`src/rtl/psu_uc_sequencer.sv`:
```
// rtl/psu_uc_sequencer.sv - unit-cell step sequencer: walks all unit cells NUM_UCC at a time per instruction
module psu_uc_sequencer #(
    parameter int OPCODE_BW = 4,
    parameter int NUM_UCC   = 4,
    parameter int NUM_UCROW = 4,
    parameter int NUM_UCCOL = 4,
    parameter int UCADDR_BW = 4
) (
    input  logic                          clk,
    input  logic                          rst_n,
    input  logic                          inst_valid,
    input  logic [OPCODE_BW-1:0]          inst_opcode,
    output logic                          inst_ready,
    input  logic                          step_en,
    input  logic                          flush,
    output logic [OPCODE_BW-1:0]          opcode_running,
    output logic [NUM_UCC*UCADDR_BW-1:0]  uc_counter,
    output logic [NUM_UCC-1:0]            uc_valid,
    output logic                          busy,
    output logic                          done
);

    localparam int TOTAL  = NUM_UCROW * NUM_UCCOL;
    // Wide enough for the largest index of the last step, which may overshoot TOTAL.
    localparam int IDX_BW = (TOTAL + NUM_UCC > 2) ? $clog2(TOTAL + NUM_UCC) : 1;
    localparam logic [IDX_BW-1:0] UCC_W   = IDX_BW'(NUM_UCC);
    localparam logic [IDX_BW-1:0] TOTAL_W = IDX_BW'(TOTAL);
    localparam logic [IDX_BW-1:0] ONE_W   = IDX_BW'(1);

    typedef enum logic [1:0] {
        S_IDLE = 2'd0,
        S_RUN  = 2'd1,
        S_DONE = 2'd2
    } state_e;

    state_e                state_q, state_d;
    logic [IDX_BW-1:0]     k_q, k_d;
    logic [OPCODE_BW-1:0]  opcode_q, opcode_d;
    logic [IDX_BW-1:0]     base;
    logic [IDX_BW-1:0]     idx;

    always_ff @(posedge clk or negedge rst_n) begin
        if (!rst_n) begin
            state_q  <= S_IDLE;
            k_q      <= '0;
            opcode_q <= '0;
        end else begin
            state_q  <= state_d;
            k_q      <= k_d;
            opcode_q <= opcode_d;
        end
    end

    always_comb begin
        state_d  = state_q;
        k_d      = k_q;
        opcode_d = opcode_q;
        case (state_q)
            S_IDLE: begin
                // flush in IDLE only suppresses acceptance
                if (!flush && inst_valid) begin
                    state_d  = S_RUN;
                    k_d      = '0;
                    opcode_d = inst_opcode;
                end
            end
            S_RUN: begin
                if (flush) begin
                    state_d  = S_IDLE;
                    k_d      = '0;
                    opcode_d = '0;
                end else if (step_en) begin
                    if ((k_q + ONE_W) * UCC_W >= TOTAL_W) begin
                        state_d = S_DONE;
                    end else begin
                        k_d = k_q + ONE_W;
                    end
                end
            end
            S_DONE: begin
                state_d  = S_IDLE;
                k_d      = '0;
                opcode_d = '0;
            end
            default: begin
                state_d  = S_IDLE;
                k_d      = '0;
                opcode_d = '0;
            end
        endcase
    end

    always_comb begin
        uc_counter = '0;
        uc_valid   = '0;
        idx        = '0;
        base       = k_q * UCC_W;
        if (state_q == S_RUN) begin
            for (int j = 0; j < NUM_UCC; j++) begin
                idx = base + IDX_BW'(j);
                if (idx < TOTAL_W) begin
                    uc_valid[j]                           = 1'b1;
                    uc_counter[j*UCADDR_BW +: UCADDR_BW]  = UCADDR_BW'(idx);
                end
            end
        end
    end

    assign opcode_running = opcode_q;
    assign inst_ready     = (state_q == S_IDLE);
    assign busy           = (state_q != S_IDLE);
    assign done           = (state_q == S_DONE);

endmodule

```
`config.mk`:
```
export PLATFORM = sky130hd
export DESIGN_NAME = psu_uc_sequencer
export DESIGN_NICKNAME = d
export VERILOG_FILES = /design/src/rtl/psu_uc_sequencer.sv
export SDC_FILE = /design/constraint.sdc
export NUM_CORES = 1
export LEC_CHECK = 0
export BUFFER_PORTS_ARGS = -buffer_cell sky130_fd_sc_hd__buf_2
export CORE_ASPECT_RATIO = 1.1
export CORE_MARGIN = 4
export CORE_UTILIZATION = 25
export DETAILED_ROUTE_END_ITERATION = 16
export GPL_TIMING_DRIVEN = 0
export PLACE_DENSITY = 0.6
export SLEW_MARGIN = 20
export SYNTH_ARGS = -nofsm -noshare
export SYNTH_HDL_FRONTEND = slang
export SYNTH_SLANG_ARGS = --single-unit
export TNS_END_PERCENT = 50
```
`constraint.sdc`:
```
create_clock -name clk -period 4.71 [get_ports clk]
set_clock_uncertainty 0.15 [all_clocks]
set_input_delay 0.2355 -clock clk [delete_from_list [all_inputs] [get_ports clk]]
set_output_delay 0.2355 -clock clk [all_outputs]
set_load 0.01 [all_outputs]
```
==> results_dict.tcl <==
set metrics [dict create \
    status "finished clean" \
    die_height_um 63.8 \
    post-route-util_pct 36.3 \
    rrSetupSlack_ns 3.11 \
    grtUsageMet1_pct 11.5 \
    dr.pass1.iters 4 \
    ys.warnings.count 0 \
    power.leakage_nw 0.513 \
    instances_no_fill 143 \
    cts_inserted_buffers 3 \
    clockPowerShare_pct 12.5 \
    timing.final.crit_period_ns 2.42 \
    avgSynthCellArea_um2 9.70 \
    num_rows 19 \
    gp_congestion 0.758 \
    drc 0 \
    rr_startpoint "k_q[0]" \
    drive_gt1_share_pct 55.4 \
    swShare_pct 38.2 \
    grt_pass1_vias 571 \
    p_total_uw 469 \
    endpoint "uc_counter[10]" \
    worstPathMaxFanout 10 \
    comb_power_share_pct 61.4 \
    overflow 0 \
    synth_largest_area_cell "dfrtp_1" \
    maxCapViolCount 0 \
    hold_class "in -> reg" \
    final_cell_mix "buf_2, buf_4, dfrtp_1, nand3b_1, nand2_1" \
    die_area_um2 3750 \
    die_w_um 58.7 \
    cp-start-kind "flip-flop" \
    crit_required_ns 4.32 \
    layout_commonest_cell "buf_2" \
    synth-seq-cells 9 \
    vias_per_cell 4.24 \
    hold_viol 0 \
    synth_edf_count 0 \
    start_util_pct 27.1 \
    dpl.cell_count 138 \
    tightest_slew_ns 0.877 \
    grt_max_degree 11 \
    fin_crit_sh_pct 51.5 \
    num_vias 606 \
    clock-root-buffer "clkbuf_4" \
    async_reset_ff_share_pct 100 \
    netlist_area_um2 708 \
    irDropWorstVdd_uv 238 \
    path_cells "buf_6 -> nor3b_1 -> and2_1 -> buf_4 -> buf_2" \
    grt.met2_usage_pct 11.6 \
    whs_ns 0.150 \
    drtAntennaViolNets 0 \
    cts.sinks 9 \
    cp-startpoint "state_q[1]" \
    wire_per_inst_um 10.4 \
    cts_tree "yes" \
    cp-end-kind "output pin" \
    ys_seq_area_share_pct 31.8 \
    totalWireLength_mm 1.48 \
    slew_viol_final 0 \
    tns_ns 0 \
    crit_type "reg -> out" \
    cp_data_arrival_time_ns 2.04 \
    clockBufferDepth 2 \
    cts_setup_buffers 0 \
    p_sw_uw 180 \
    synthTopCellsByArea "dfrtp_1, buf_4, nand3b_1, a21o_2, nor4b_4" \
    antenna_found_initial 0 \
    core_um2 2620 \
    power_density_nw_per_um2 494 \
    final_area_um2 950 \
    internal_power_uw 290 \
    setup_viol 0 \
    crit_slowest_cell "nor3b_1" \
    rsz0062_at_grt "false" \
    drt_iter0_markers 17 \
    synth_top_area_share_pct 31.8 \
    num-nets-final 123 \
    p_seq_share_pct 26.2 \
    clock.fmax_mhz 413 \
    path_clk_slew_ns 0.06 \
    area_growth_pct 34.1 \
    max_stage_delay_ns 0.73 \
    h-tree-depth 1 \
    clk_latency_ns 0.26 \
    dpl_cell_area_um2 913 \
    reg2regPathDepth 4 \
    antenna_cells 0 \
    synthCells 73 \
    cts_resized 0 \
    relSlewSlack_pct 41.4 \
    grt_pass1_wl_mm 2.41 \
    busiest_layer "met2" \
    rr_endpoint "k_q[1]" \
    dp_slack_ns 2.52 \
    numPortBuffers 31 \
    nFillCells 284 \
    synth_ff_type "dfrtp_1" \
    hpwlAfterDp_mm 1.19 \
    grtUsageMet3_pct 2.01 \
    holdBufCountCts 1 \
    gr-usage-all-layers_pct 8.25 \
    synth.distinct_cells 29 \
    timing.final.ws_setup_ns 2.29 \
    ios 36 \
]
## cell type report
| class | instances | area [um^2] | share of cell area [%] |
|---|---|---|---|
| Multi-Input combinational cell | 45 | 339 | 35.7 |
| Sequential cell | 9 | 225 | 23.7 |
| Timing Repair Buffer | 32 | 165 | 17.4 |
| Buffer | 19 | 144 | 15.2 |
| Tap cell | 31 | 38.8 | 4.08 |
| Clock buffer | 4 | 26.3 | 2.77 |
| Inverter | 3 | 11.3 | 1.19 |
## layer usage
layer  vias to the layer above  share of wire, %  routed length [um]
li1                        304                 -                   -
met1                       262                47                 696
met2                        38                41                 604
met3                         2                12                 175
met4                         0              0.40                   6
met5                         -                 0                   0
## logic make-up after synthesis
| kind of cell | Yosys count | share of synthesized area (%) |
|---|---|---|
| other | 1 | 0.530 |
| xor gates and xnor gates | 2 | 2.47 |
| DFF | 9 | 31.8 |
| and+or+nand+nor | 24 | 25.8 |
| AOI/OAI and AO/OA | 13 | 14.3 |
| adders and majority gates | 1 | 1.77 |
| buffers and inverters | 22 | 21.9 |
| muxes | 1 | 1.41 |
## worst min-delay path by stage
| stage | slack [ns] | cells past startpoint | end | start |
|---|---|---|---|---|
| after floorplan | -0.21 | 0 | k_q[0] | rst_n |
| after global placement | -0.05 | 1 | opcode_running[0] | rst_n |
| after detailed placement | -0.04 | 1 | opcode_running[0] | rst_n |
| after CTS | 0.14 | 2 | state_q[1] | step_en |
| after global routing | 0.13 | 2 | state_q[1] | step_en |
| final | 0.15 | 2 | state_q[1] | step_en |
## cells in the mapped netlist, drive strengths merged, types with 2 or more instances
cell and count:
a21o 4, a21oi 5, and2 2, buf 19, dfrtp 9, inv 3, nand2 5, nand2b 2
nand3b 8, nor3b 2
## critical path: cells and delay by family (launching register included)
| kind | cells | cell delay, ns |
|---|---|---|
| AND/OR/NAND/NOR | 2 | 1.03 |
| buffers and inverters | 3 | 0.38 |
| flip-flops | 1 | 0.37 |
## power groups by stage
stage	registers [mW]	logic, mW	clock network [mW]
after floorplan	0.124	0.197	0
after global placement	0.122	0.287	0
after detailed placement	0.124	0.292	0
after CTS	0.123	0.293	0.0616
after global routing	0.127	0.321	0.0650
final	0.123	0.288	0.0585
## sequential cells by signal (all words and copies together) (netlist names)
name and cells:
opcode_running 4, k_q 3, state_q 2
Note: power is estimated with default switching activity, not from simulation.
